## src/rtl/hb_pkg.sv

```systemverilog
// hb_pkg: shared definitions for the halfband interpolator family.
//   - Default widths DW/CW/OW/AW used as parameter defaults.
//   - Q1.17 coefficients of the 11-tap halfband prototype. The odd taps
//     other than the centre tap are zero and have no constants.
//   - hb_state_t: the sequencing states, shared with later interpolator
//     stages.
package hb_pkg;

    localparam int DW = 18;  // input sample width
    localparam int CW = 18;  // coefficient width (Q1.17)
    localparam int OW = 18;  // output sample width, equal to DW
    localparam int AW = 40;  // accumulator width, at least DW+1+CW+2

    // Symmetric taps: C0 pairs (d0,d5), C2 pairs (d1,d4), C4 pairs (d2,d3).
    localparam logic signed [17:0] C0 = 18'sd1042;
    localparam logic signed [17:0] C2 = -18'sd7125;
    localparam logic signed [17:0] C4 = 18'sd38855;
    // Centre tap, exactly 0.5.
    localparam logic signed [17:0] C5 = 18'sd65536;

    typedef enum logic [2:0] {
        IDLE,
        MAC0,
        MAC1,
        MAC2,
        OUT_EVEN,
        OUT_ODD
    } hb_state_t;

endpackage

```

## src/rtl/hb_preadd_mac.sv

```systemverilog
// hb_preadd_mac: one symmetric-tap step of the halfband filter.
//   acc_out <= (clr ? 0 : acc_in) + coef * (a + b)
// The pre-add is sign-extended to DW+1 bits and the product is kept at its
// full DW+1+CW bits, so nothing is truncated before the accumulator.
// Driving coef = 0 with clr = 0 and acc_in = acc_out holds the accumulator.
// Ports:
//   clk, rst        clock, asynchronous active-high reset (clears acc_out)
//   a, b            paired delay-line taps, signed DW
//   coef            tap coefficient, signed CW (Q1.17)
//   acc_in          running sum to add to, signed AW
//   clr             start a new sum (ignore acc_in)
//   acc_out         registered accumulator, signed AW
module hb_preadd_mac
    import hb_pkg::*;
#(
    parameter int DW = hb_pkg::DW,
    parameter int CW = hb_pkg::CW,
    parameter int AW = hb_pkg::AW
) (
    input  logic                 clk,
    input  logic                 rst,
    input  logic signed [DW-1:0] a,
    input  logic signed [DW-1:0] b,
    input  logic signed [CW-1:0] coef,
    input  logic signed [AW-1:0] acc_in,
    input  logic                 clr,
    output logic signed [AW-1:0] acc_out
);

    localparam int PW = DW + 1 + CW;

    logic signed [DW:0]   pre;
    logic signed [PW-1:0] prod;
    logic signed [AW-1:0] base;

    assign pre  = (DW+1)'(a) + (DW+1)'(b);
    assign prod = PW'(pre) * PW'(coef);
    assign base = clr ? '0 : acc_in;

    // NOTE: clocked state is written with <= so every flop samples the
    // values from before the edge; = here would create ordering races.
    always_ff @(posedge clk or posedge rst) begin
        if (rst) begin
            acc_out <= '0;
        end else begin
            acc_out <= base + AW'(prod);
        end
    end

endmodule

```

## src/rtl/halfband_interp2.sv

```systemverilog
// halfband_interp2: polyphase 2x halfband interpolator.
// Each accepted input x[n] produces an even output y[2n] from three
// symmetric multiply-accumulate steps and an odd output y[2n+1] that is the
// centre tap alone. With the x2 interpolation gain, that centre tap (0.5)
// makes the odd output equal d2 exactly.
// Ports:
//   clk, rst           clock, asynchronous active-high reset
//   s_valid/s_ready    input handshake; s_ready is high only in IDLE
//   s_data             input sample, signed DW
//   m_valid/m_ready    output handshake; outputs hold while stalled
//   m_data             output sample, signed OW (OW must equal DW)
//   m_phase            0 = even output, 1 = odd output
module halfband_interp2
    import hb_pkg::*;
#(
    parameter int DW = hb_pkg::DW,
    parameter int CW = hb_pkg::CW,
    parameter int OW = hb_pkg::OW,
    parameter int AW = hb_pkg::AW
) (
    input  logic                 clk,
    input  logic                 rst,
    input  logic                 s_valid,
    output logic                 s_ready,
    input  logic signed [DW-1:0] s_data,
    output logic                 m_valid,
    input  logic                 m_ready,
    output logic signed [OW-1:0] m_data,
    output logic                 m_phase
);

    // Width of the accumulator after the >>>16 that applies the x2 gain
    // together with the Q1.17 scaling.
    localparam int SW = AW - 16;
    localparam logic signed [SW-1:0] SAT_MAX = {{(SW-OW+1){1'b0}}, {(OW-1){1'b1}}};
    localparam logic signed [SW-1:0] SAT_MIN = {{(SW-OW+1){1'b1}}, {(OW-1){1'b0}}};
    // 2*C5 is a power of two, so the odd phase is a shift of d2 (zero for 0.5).
    localparam int CENTRE_SHIFT = $clog2(int'(C5)) - 16;

    hb_state_t            state;
    logic signed [DW-1:0] dly [6];

    logic signed [DW-1:0] mac_a;
    logic signed [DW-1:0] mac_b;
    logic signed [CW-1:0] mac_coef;
    logic                 mac_clr;
    logic signed [AW-1:0] acc;

    logic signed [AW-1:0] rounded;
    logic signed [SW-1:0] scaled;
    logic signed [OW-1:0] even_data;
    logic signed [OW-1:0] odd_data;

    assign s_ready = (state == IDLE);

    // Sequencer and delay line. The delay line moves only on an input
    // handshake, so it stays valid for the odd output and for backpressure.
    always_ff @(posedge clk or posedge rst) begin
        if (rst) begin
            state   <= IDLE;
            m_valid <= 1'b0;
            m_phase <= 1'b0;
            // NOTE: the delay line is only six registers and must read as
            // zero history after reset, so it is reset like any other flop.
            for (int k = 0; k < 6; k++) begin
                dly[k] <= '0;
            end
        end else begin
            case (state)
                IDLE: begin
                    if (s_valid) begin
                        dly[0] <= s_data;
                        for (int k = 1; k < 6; k++) begin
                            dly[k] <= dly[k-1];
                        end
                        state <= MAC0;
                    end
                end
                MAC0: state <= MAC1;
                MAC1: state <= MAC2;
                MAC2: begin
                    state   <= OUT_EVEN;
                    m_valid <= 1'b1;
                    m_phase <= 1'b0;
                end
                OUT_EVEN: begin
                    if (m_ready) begin
                        state   <= OUT_ODD;
                        m_phase <= 1'b1;
                    end
                end
                OUT_ODD: begin
                    if (m_ready) begin
                        state   <= IDLE;
                        m_valid <= 1'b0;
                        m_phase <= 1'b0;
                    end
                end
                default: begin
                    state   <= IDLE;
                    m_valid <= 1'b0;
                    m_phase <= 1'b0;
                end
            endcase
        end
    end

    // Operand selection for the shared MAC. Outside the MAC states the
    // coefficient is zero, so the accumulator holds its value.
    always_comb begin
        // NOTE: every output of this block gets a default first, so no path
        // leaves a value unassigned and no latch is inferred.
        mac_a    = '0;
        mac_b    = '0;
        mac_coef = '0;
        mac_clr  = 1'b0;
        case (state)
            MAC0: begin
                mac_a    = dly[0];
                mac_b    = dly[5];
                mac_coef = CW'(C0);
                mac_clr  = 1'b1;
            end
            MAC1: begin
                mac_a    = dly[1];
                mac_b    = dly[4];
                mac_coef = CW'(C2);
            end
            MAC2: begin
                mac_a    = dly[2];
                mac_b    = dly[3];
                mac_coef = CW'(C4);
            end
            default: ;
        endcase
    end

    hb_preadd_mac #(
        .DW (DW),
        .CW (CW),
        .AW (AW)
    ) u_mac (
        .clk     (clk),
        .rst     (rst),
        .a       (mac_a),
        .b       (mac_b),
        .coef    (mac_coef),
        .acc_in  (acc),
        .clr     (mac_clr),
        .acc_out (acc)
    );

    // Round half-up, scale and saturate the even-phase sum.
    assign rounded = acc + AW'(32'sd32768);
    assign scaled  = SW'(rounded >>> 16);

    always_comb begin
        if (scaled > SAT_MAX) begin
            even_data = SAT_MAX[OW-1:0];
        end else if (scaled < SAT_MIN) begin
            even_data = SAT_MIN[OW-1:0];
        end else begin
            even_data = scaled[OW-1:0];
        end
    end

    assign odd_data = OW'(dly[2] <<< CENTRE_SHIFT);

    // Both sources are stable while stalled (acc and the delay line only
    // move in other states), so the output holds under backpressure.
    always_comb begin
        m_data = '0;
        if (m_valid) begin
            m_data = m_phase ? odd_data : even_data;
        end
    end

endmodule

```

## config.mk

```make
export PLATFORM = sky130hd
export DESIGN_NAME = halfband_interp2
export DESIGN_NICKNAME = d
export VERILOG_FILES = /design/src/rtl/hb_pkg.sv /design/src/rtl/hb_preadd_mac.sv /design/src/rtl/halfband_interp2.sv
export SDC_FILE = /design/constraint.sdc
export NUM_CORES = 1
export LEC_CHECK = 0
export BUFFER_PORTS_ARGS = -buffer_cell sky130_fd_sc_hd__buf_4
export CORE_MARGIN = 8
export CORE_UTILIZATION = 55
export DETAILED_ROUTE_END_ITERATION = 10
export PLACE_DENSITY = 0.68
export SYNTH_ARGS = -nofsm -noshare
export SYNTH_HDL_FRONTEND = slang
export SYNTH_SLANG_ARGS = --single-unit
export TNS_END_PERCENT = 10
```

## constraint.sdc

```tcl
create_clock -name clk -period 11.33 [get_ports clk]
set_input_delay 1.133 -clock clk [delete_from_list [all_inputs] [get_ports clk]]
set_output_delay 1.133 -clock clk [all_outputs]
set_load 0.05 [all_outputs]
```

==> summary.txt <==
Synthesis
  • Count leader, synth: inv_1
  • Post-Syn Area: 21100 um2
  • Top cell type's share of synthesized area: 0.352
  • Flops & latches, synth: between 150 and 200
  • Most common flop cell mapped by yosys: dfrtp_1
  • Syn nets: between 2k and 3k
  • Sequential share of the synthesized area: 0.181
  • Post-synth EDFFs: 0
  • Cell taking the most area after synthesis: fa_1
  • Commonest cells post-synth: 418 x inv_1, 371 x fa_1, 165 x nor2_1, 159 x ha_1, 153 x dfrtp_1
  • Top cells by area, synth: fa_1 35%, dfrtp_1 18%, ha_1 9.4%
  • Count of cell types in the netlist: 72
  • Ys async rst share: 1.00
  • Synthesized instance count: between 2k and 2.5k
  • Syn avg cell area: 10.2 um2
  • Ys Warns: 0

Final layout
  • Synthesis-to-finish area growth: 7.14%
  • Cell area after layout: around 23000 um2
  • Layout cells sized above 1: 0.118
  • Fin nets: 2648
  • ANT cells: 0

Drt
  • Met2 WL: 26.7 mm
  • Drt first-iter violations: 1006
  • Avg WL per Cell: about 20 um
  • Met3 wire length: 2.33 mm
  • Met1 Wirelength: 21.7 mm
  • Antenna-violating nets left: 0
  • Drt pass-1 iters: 5
  • Post-Route WL: 53.7 mm
  • Top sig layer: met4
  • DRC Markers: 0
  • Via Count: ~15k
  • Vias per inst: roughly 5.6

Global routing
  • Grt total ovfl: 0
  • GRT Overall Usage: 0.256
  • First-pass GRT wire length: 88.8 mm
  • Vias in the first global route: approximately 16k
  • Initial antenna violation count: 0
  • Largest net degree at the start of global routing: 91

Setup path
  • Crit path largest cell delay: roughly 600 ps
  • Crit path DAT: ~11000 ps
  • Critical path destination: u_mac.acc_out[36]
  • Worst r2r path cells: 30
  • Total stage count of the critical path: 30
  • Worst Setup Start Kind: flip-flop
  • CP delay by family, top: adder cells
  • Setup crit end kind: flip-flop
  • Crit Path Max Fanout: between 40 and 50
  • Reg2reg start: state[1]
  • Cell mode on critical path: fa_1
  • Worst Setup SP: state[1]
  • Buf/Inv on CP: 4
  • CP Data Required Time: 11610 ps
  • Critical Setup Path Class: reg -> reg
  • FF-to-FF setup slack: 950 ps
  • Slowest-stage cell, CP: buf_4
  • Reg2reg end: u_mac.acc_out[36]

Timing
  • Rel. slew slack: 0.284
  • Max Clock Skew: about 14 ps
  • Hold Slack: 506 ps
  • Hold Vio Cnt, Final: 0
  • Setup TNS: 0 ps
  • Least-Margin Pin Slew: 1070 ps
  • RSZ-0062 raised after global routing: false
  • Finish-stage setup viols: 0
  • FMAX: around 96 MHz
  • Setup ws final: 951 ps
  • Slew Limit Fails: 0
  • Min Clock Period, post-route: between 10000 and 15000 ps
  • Part of the cycle the worst path needs: 0.916

Placed design
  • Placement Cell Area: around 22000 um2
  • Post-DP HPWL: 44.9 mm
  • DP Worst Slack: 1030 ps
  • GP Congestion: 0.976
  • Port-buffer cells: 42

Die
  • Die ar.: 44900 um2
  • Chip Width: about 210 um
  • Initial core utilization: 0.559
  • Core ar.: 37800 um2
  • Rows: approximately 70
  • Die Span Y: 212 um
  • Ports: 43

Min path
  • Worst Hold Class: reg -> reg
  • Hold depth: 1
  • Hold Startpoint: dly[14]

Clock tree
  • Post-CTS Setup Inserts: 0
  • CTS clock-pin slew for the worst setup and hold paths: 70 ps
  • Clk root buf: clkbuf_16
  • Post-cts resize count: 0
  • Longest Clk Path Bufs: 2
  • TritonCTS Buffers: 17
  • CTS H-tree depth: 4
  • Sink Count: 153
  • TritonCTS clock tree: done
  • Hold_buf cts: 0
  • Worst skew pair latency: 440 ps

Flow run
  • Max_cap viols: 0

Run status
  • Status: complete, no violations
cells in the final DEF, fill, tap and decap left out, types with 19 or more instances in the layout:
cell type | netlist | routed
buf_4 | 1 | 66
mux2_2 | 113 | 113
dfrtp_1 | 153 | 152
a21oi_1 | 80 | 80
nor3_1 | 30 | 29
nand3_1 | 21 | 21
o21ai_0 | 38 | 38
nand2b_1 | 19 | 19
fa_1 | 371 | 371
nand2_1 | 113 | 113
mux2i_1 | 41 | 41
xor2_1 | 28 | 28
nor2_1 | 165 | 165
xnor2_1 | 43 | 43
ha_1 | 159 | 159
and2_1 | 26 | 25
inv_1 | 418 | 417
worst min path at each step:
stage | to
floorplan | dly[1]
global placement | dly[3]
detailed placement | dly[5]
CTS | dly[5]
global route | dly[14]
finish | dly[14]
through the flow:
stage | std cells | util
3_5_place_dp | 2588 | 0.583
3_3_place_gp | 2588 | 0.583
5_1_grt | 2620 | 0.599
6_report | 2620 | 0.599
4_1_cts | 2620 | 0.599
2_1_floorplan | 2079 | -
logic make-up after synthesis:
logic type | synth area share
compound gates | 0.0798
flops | 0.181
buf+inv | 0.0872
xor+xnor | 0.0294
fa+ha+maj | 0.446
mux | 0.0811
simple gates | 0.0954
worst register-to-register path, delay by kind of cell (launching register included):
kind / cells / cell delay (ps)
buffers and inverters: 4 / 870
AND/OR/NAND/NOR: 5 / 1180
multiplexers: 2 / 810
adder cells (fa/ha/maj): 9 / 4250
AO/OA/AOI/OAI: 10 / 2760
flip-flops: 1 / 350
sequential cells by signal, summed over array words and instances, names as in the netlist:
signal         flops
state              3
m_valid            1
odd_data          18
m_phase            1
u_mac.acc_out     40
dly               90
per-layer routing:
layer | track usage | vias up
met2 | 0.431 | 419
met5 | 0 | -
met3 | 0.0308 | 122
met1 | 0.325 | 7487
met4 | 0.129 | 0
li1 | - | 6681
final cells by class:
| class | instances | area, um2 |
|---|---|---|
| Clock inverter | 13 | 190 |
| Timing Repair Buffer | 66 | 495 |
| Multi-Input combinational cell | 1438 | 15500 |
| Sequential cell | 153 | 3830 |
| Fill cell | 3211 | 15100 |
| Inverter | 420 | 1580 |
| Clock buffer | 19 | 433 |
| Tap cell | 511 | 639 |
Power is left out: the tool's default activity adds up to more than one toggle a clock period on the data nets, which glitch-free logic cannot reach.
